File: src/rtl/fma_pkg.sv
// Shared types and constants for the fma multiplier path: the mulit/mulot
// request/response structs, the server latency, and the command decode bit.
package fma_pkg;

  typedef struct packed {
    logic        en;
    logic [31:0] req_in_1;
    logic [31:0] req_in_2;
  } mulit;

  typedef struct packed {
    logic [63:0] out;
  } mulot;

  localparam int MUL_LAT        = 3;
  localparam int CMD_SIGNED_BIT = 0;

  // Magnitude of a 32-bit operand; 0x80000000 maps to itself, read as unsigned.
  function automatic logic [31:0] mag32(input logic [31:0] v, input logic sgn);
    logic [31:0] m;
    if (sgn && v[31]) m = ~v + 32'd1;
    else              m = v;
    return m;
  endfunction

endpackage

File: src/rtl/mul_srv_pp.sv
// Combinational 16x16 unsigned partial-product array for the 32x32 multiplier.
module mul_srv_pp (
  input  logic [31:0] i_a,
  input  logic [31:0] i_b,
  output logic [31:0] o_ll,
  output logic [31:0] o_lh,
  output logic [31:0] o_hl,
  output logic [31:0] o_hh
);

  assign o_ll = {16'd0, i_a[15:0]}  * {16'd0, i_b[15:0]};
  assign o_lh = {16'd0, i_a[15:0]}  * {16'd0, i_b[31:16]};
  assign o_hl = {16'd0, i_a[31:16]} * {16'd0, i_b[15:0]};
  assign o_hh = {16'd0, i_a[31:16]} * {16'd0, i_b[31:16]};

endmodule

File: src/rtl/mul_srv.sv
// Pipelined 32x32 multiplier server answering mulit requests with tagged mulot responses.
// Optional freeze input enabled by defining MUL_SRV_HOLD_EN.
module mul_srv
  import fma_pkg::*;
#(
  parameter int TAG_W    = 32,
  parameter bit HOLD_OUT = 1'b1
) (
  input  logic             clk,
  input  logic             reset,
`ifdef MUL_SRV_HOLD_EN
  input  logic             hold,
`endif
  input  integer           req_command,
  input  logic [TAG_W-1:0] req_tag,
  input  mulit             muli,
  output mulot             mulo,
  output logic             rsp_valid,
  output logic [TAG_W-1:0] rsp_tag,
  output logic             busy
);

  logic             w_adv;
  logic             w_unused_cmd;
  logic [MUL_LAT:0] r_v;

  logic [31:0]      r_a0, r_b0;
  logic             r_sgn0;
  logic [TAG_W-1:0] r_tag0, r_tag1, r_tag2, r_tag3;
  logic [31:0]      r_ma1, r_mb1;
  logic             r_neg1, r_neg2;
  logic [31:0]      r_ll2, r_lh2, r_hl2, r_hh2;
  logic [63:0]      r_out3;

  logic [31:0]      w_ll, w_lh, w_hl, w_hh;
  logic [32:0]      w_mid;
  logic [63:0]      w_p, w_res;

`ifdef MUL_SRV_HOLD_EN
  assign w_adv = ~hold;
`else
  assign w_adv = 1'b1;
`endif

  assign w_unused_cmd = ^req_command[31:1];

  // Requests are registered on arrival; S1..S3 follow, so rsp_valid rises MUL_LAT edges after sampling.
  always_ff @(posedge clk or negedge reset) begin
    if (!reset) begin
      r_v <= '0;
    end else if (w_adv) begin
      r_v <= {r_v[MUL_LAT-1:0], muli.en};
    end
  end

  // Capture stage and S1: operand magnitudes, result sign, tag.
  always_ff @(posedge clk or negedge reset) begin
    if (!reset) begin
      r_a0   <= 32'd0;
      r_b0   <= 32'd0;
      r_sgn0 <= 1'b0;
      r_tag0 <= '0;
      r_ma1  <= 32'd0;
      r_mb1  <= 32'd0;
      r_neg1 <= 1'b0;
      r_tag1 <= '0;
    end else if (w_adv) begin
      if (muli.en) begin
        r_a0   <= muli.req_in_1;
        r_b0   <= muli.req_in_2;
        r_sgn0 <= req_command[CMD_SIGNED_BIT];
        r_tag0 <= req_tag;
      end
      if (r_v[0]) begin
        r_ma1  <= mag32(r_a0, r_sgn0);
        r_mb1  <= mag32(r_b0, r_sgn0);
        r_neg1 <= r_sgn0 & (r_a0[31] ^ r_b0[31]);
        r_tag1 <= r_tag0;
      end
    end
  end

  mul_srv_pp u_pp (
    .i_a  (r_ma1),
    .i_b  (r_mb1),
    .o_ll (w_ll),
    .o_lh (w_lh),
    .o_hl (w_hl),
    .o_hh (w_hh)
  );

  assign w_mid = {1'b0, r_lh2} + {1'b0, r_hl2};
  assign w_p   = {r_hh2, 32'd0} + {15'd0, w_mid, 16'd0} + {32'd0, r_ll2};
  assign w_res = r_neg2 ? (~w_p + 64'd1) : w_p;

  // S2 partial products and S3 recombination into the output register.
  always_ff @(posedge clk or negedge reset) begin
    if (!reset) begin
      r_ll2  <= 32'd0;
      r_lh2  <= 32'd0;
      r_hl2  <= 32'd0;
      r_hh2  <= 32'd0;
      r_neg2 <= 1'b0;
      r_tag2 <= '0;
      r_out3 <= 64'd0;
      r_tag3 <= '0;
    end else if (w_adv) begin
      if (r_v[1]) begin
        r_ll2  <= w_ll;
        r_lh2  <= w_lh;
        r_hl2  <= w_hl;
        r_hh2  <= w_hh;
        r_neg2 <= r_neg1;
        r_tag2 <= r_tag1;
      end
      if (r_v[2]) begin
        r_out3 <= w_res;
        r_tag3 <= r_tag2;
      end else if (!HOLD_OUT) begin
        r_out3 <= 64'd0;
      end
    end
  end

  assign mulo.out  = r_out3;
  assign rsp_valid = r_v[MUL_LAT];
  assign rsp_tag   = r_tag3;
  assign busy      = |r_v;

endmodule
File: config.mk
export PLATFORM = sky130hd
export DESIGN_NAME = mul_srv
export DESIGN_NICKNAME = d
export VERILOG_FILES = /design/src/rtl/fma_pkg.sv /design/src/rtl/mul_srv_pp.sv /design/src/rtl/mul_srv.sv
export SDC_FILE = /design/constraint.sdc
export NUM_CORES = 2
export LEC_CHECK = 0
export BUFFER_PORTS_ARGS = -buffer_cell sky130_fd_sc_hd__buf_2
export CORE_AREA = 2 2 363 293
export CTS_CLUSTER_SIZE = 10
export DETAILED_ROUTE_END_ITERATION = 8
export DIE_AREA = 0 0 365 295
export PLACE_DENSITY_LB_ADDON = 0.08
export SKIP_LAST_GASP = 1
export SYNTH_ARGS = -nofsm -noshare
export SYNTH_HDL_FRONTEND = slang
export SYNTH_SLANG_ARGS = --single-unit
File: constraint.sdc
create_clock -name clk -period 7.95 [get_ports clk]
set_clock_uncertainty 0.15 [all_clocks]
set_input_delay 1.59 -clock clk [delete_from_list [all_inputs] [get_ports clk]]
set_output_delay 1.59 -clock clk [all_outputs]
set_load 0.02 [all_outputs]
# After elaboration in Yosys (flattened, before gate mapping)
# Cells that the tools add are included.
# totals
regBits	455
latchBits	0
ramBits	0
mem_bits_ro	0
inputBits	131
output_inout_bits	98
n_memories	0
# op_classes
n_addsub	6
n_mul	4
div	0
n_lt_le_gt_ge	0
eq_ne	0
shift	0
muxes	3
bitwise	5
reduce_logical	3
# ops
operator	n
$mul A16 B16 Y32	4
$add A32 B1 Y32 const B	2
$add A64 B1 Y64 const B	1
$add A64 B32 Y64	1
$add A64 B49 Y64	1
$mux W32	2
$mux W64	1
$not A32 Y32	2
$not A64 Y64	1
$add A32 B32 Y33	1
$reduce_or A4 Y1	1
$logic_and A1 B1 Y1	2
$and A1 B1 Y1	1
$xor A1 B1 Y1	1

# Longest topological paths before layout
# depth
ltp_word	6
mapped_depth	29
depth_no_buf	26

# Modules after synthesis
# Synthesis repeated with hierarchy kept, for this count alone.
# unflattened
cells_unflattened	6070
hier_area_um2	57254.9
# modules_own_cells
module	instances	cells_per_inst	area_each_um2	seq_area_each_um2
mul_srv_pp	1	3975	34041.4	0.0
mul_srv	1	2095	23213.5	11385.9

# Least setup slack after synthesis
# No wires, ideal clock.
# synth_timing
kind	register -> register
start	reg r_mb1[1]
end	reg r_hl2[31]
setup_ns	0.125
arrival_ns	6.115
required_ns	7.675
setup_slack_ns	1.560
stages_incl_launch_ff	23
period_less_slack_ns	6.390
cell_sequence	dfrtp_1 clkbuf_1 nand2_1 fa_1 inv_1 fa_1 inv_1 fa_1 fa_1 fa_1 fa_1 inv_1 ha_1 o2111ai_1 or3_1 a31o_2 a21oi_1 nand4_1 a31oi_1 a211oi_1 a21oi_1 xnor2_1 mux2_2
# synth_via
elab_chain_len	1
# synth_lines
item	line	source
start: declaration	mul_srv.sv:30	logic [31:0] r_ma1, r_mb1;
start signal: assignment	mul_srv.sv:76	r_mb1 <= mag32(r_b0, r_sgn0);
$mul A16 B16 Y32	mul_srv_pp.sv:13	assign o_hl = {16'd0, i_a[31:16]} * {16'd0, i_b[15:0]};
end signal: assignment	mul_srv.sv:111	r_hl2 <= w_hl;
end: declaration	mul_srv.sv:32	logic [31:0] r_ll2, r_lh2, r_hl2, r_hh2;
# Every way passes these cells.
# A chain may end at the register's enable or synchronous reset.

# Worst setup path after layout
# layout_timing
start	reg r_ma1[22]
end	reg r_hl2[30]
# layout_via
elab_chain_len	1
# layout_lines
item	line	source
start: declaration	mul_srv.sv:30	
start signal: assignment	mul_srv.sv:75	r_ma1 <= mag32(r_a0, r_sgn0);
$mul A16 B16 Y32	mul_srv_pp.sv:13	
# Every way passes these cells.

==> metrics.txt <==
Vias/cell=5.491; row count=106; full die area=107,700 um2; syn_nets=7,531; RSZ-0062 raised after global routing=no; min cycle time layout=7.488 ns; Layout area overhead=8.561%; Core ar.=104,000 um2; CTS Sinks=455; Die Ht=295 um; first-pass GRT wire length=241.0 mm; Syn Inst Count=6,136; final WL=145.5 mm; DRC violations left=0; Mapped Area=56,900 um2; vias in the first global route=44,410; critical path data required time=8.32 ns; Yosys warning total=0; final slew viol count=0; share of cells above drive strength 1=12.59%; asr flop ratio synth=100.0%; CTS tree=done; Die X=365 um; CP Cell Sequence=nand2_1 > fa_1 > inv_1 > fa_1 > inv_1 > fa_1 > fa_1 > fa_1 > fa_1 > inv_1 > ha_1 > a21oi_1 > o21ai_0 > a21oi_1 > a21oi_1 > o2111ai_1 > a31oi_1 > a211oi_1 > o21ai_0 > a21oi_1 > xnor2_1 > mux2_2; antenna viol nets, final=0; delay-heaviest family, CP=adder cells; CP max FO=15; CP Capture Type=flip-flop; # Post-CTS Setup Buffers=0; I/O pin count=229; final worst-path cycle share=94.19%; flop and latch count out of synthesis=455; Yosys top cell by area=fa_1; Final setup viols=0; total number of vias=42,350; register area share after synthesis=20.01%; initial antenna violation count=1; worst path buffer plus inverter count=3; Hold WC Path Type=reg -> reg; post-CTS resize count=0; Met1 Wirelength=65.91 mm; TritonRoute pass-1 iters=7; placer congestion estimate=0.8865; Starting Density=54.72%; Post-synth EDFFs=0; Syn Area/Cell=9.272 um2; H-tree levels=2; Worst R2R Setup Slack=0.46 ns; ys flop type=dfrtp_1; Total Neg Setup Slack=0 ns; Synth cell types=95; WS Path Type=reg -> reg; top cells by area, synth=fa_1 (27%), dfrtp_1 (20%), ha_1 (11%); status=finished, final reports clean; CTS Buffer Depth=3; Clk pin slew, worst setup/hold paths=0.06 ns; CP Launch Type=flip-flop; fmax=0.1335 GHz; Layout Nets=7,677; met3 WL=9.020 mm; detailed placer's ending HPWL=115.6 mm; gr ovfl total=0; maxcap violations=0; 1st-iter DRT viols=2,567; Synth top area share=27.37%; root buffer cell=clkbuf_16; max reg flops=64; hold buffer count at cts=0; Slowest-stage cell, CP=dfrtp_1; CP dominant cell by count=fa_1; largest net degree at the start of global routing=161; max incr delay on CP=0.99 ns; top-count cell post-synth=inv_1; wire per inst=18.86 um; final hold violation count=0; TritonCTS Buffers=58; top routing layer in use=met4; max_slew headroom=15.92%; Total GRT Usage=28.29%; clk_lat worst skew=0.66 ns; worst slew pin tran=1.261 ns; metal2 WL=67.00 mm; port bufs=197; arrival time at the worst endpoint=7.86 ns; Post-synth top cells=inv_1 (1,037), nand2_1 (804), fa_1 (778)
==> worst paths after layout <==
kind / from / endpoint / depth (start not counted)
worst min-delay path: r_hh2[8] / r_hh2[8] / 1
worst max-delay path: r_ma1[22] / r_hl2[30] / 22
min in group asynchronous: reset / r_ll2[6] / 1
worst min register to register: r_hh2[8] / r_hh2[8] / 1
worst max register to register: r_ma1[22] / r_hl2[30] / 22
max in group asynchronous: reset / r_v[0] / 2
==> metrics by stage <==
step                utilization [%]  instance area, um2  std cells  setup WS [ns]  hold slack, ns
finish                        59.40               61770       7713         0.4619          0.3362
global placement              57.72               60020       7626         0.7131          0.3272
floorplan                         -               56900       6136          1.560          0.2019
global route                  59.40               61760       7712        0.08682          0.3583
CTS                           59.40               61760       7712         0.5392          0.3432
detailed placement            57.72               60020       7626         0.6097          0.3316
==> layout make-up <==
type / count / area (um2)
fillers: 9311 / 42210
multi-input cells: 4349 / 40490
flip-flops and latches: 455 / 11400
inverters: 1038 / 3896
repair buffers: 380 / 2485
well taps: 1404 / 1757
clock buffers: 72 / 1534
clock inverters: 14 / 209.0
diodes: 1 / 2.502
==> kinds of logic after synthesis <==
group | synth area share [%]
and+or+nand+nor | 14.72
buffers and inverters | 8.832
adders and majority gates | 38.06
AOI/OAI and AO/OA | 8.321
DFF | 20.01
muxes | 5.896
xor gates and xnor gates | 4.156
==> layout by cell type, fill, tap and decap left out, drive strengths merged, types with 9 or more instances in the layout <==
master	synthesis	layout
nand3	65	65
or4	19	19
a21o	77	77
o31ai	31	31
nand2b	27	27
a221oi	9	9
a31oi	20	20
mux2i	10	10
dfrtp	455	455
nor4	18	18
and2	380	380
and3	25	25
fa	778	778
clkbuf	276	72
buf	18	380
o21bai	26	26
or2	16	16
o21ai	147	147
a211oi	17	17
or3	26	26
nor2	260	260
mux2	289	289
xnor2	168	168
o2111ai	12	12
nand4	20	20
nand2	804	804
o211ai	16	16
a21oi	291	291
o21a	21	21
xor2	102	102
ha	486	486
nor3	47	47
nor2b	24	24
inv	1037	1041
==> per-layer routing <==
| layer | track usage, % | up-vias |
|---|---|---|
| met5 | 0 | - |
| met1 | 39.77 | 21480 |
| met3 | 4.570 | 151 |
| met4 | 6.544 | 0 |
| li1 | - | 19680 |
| met2 | 46.14 | 1046 |
Power is not shown: default switching activity piles up to over one toggle a cycle in this logic, so the estimate is an artifact.
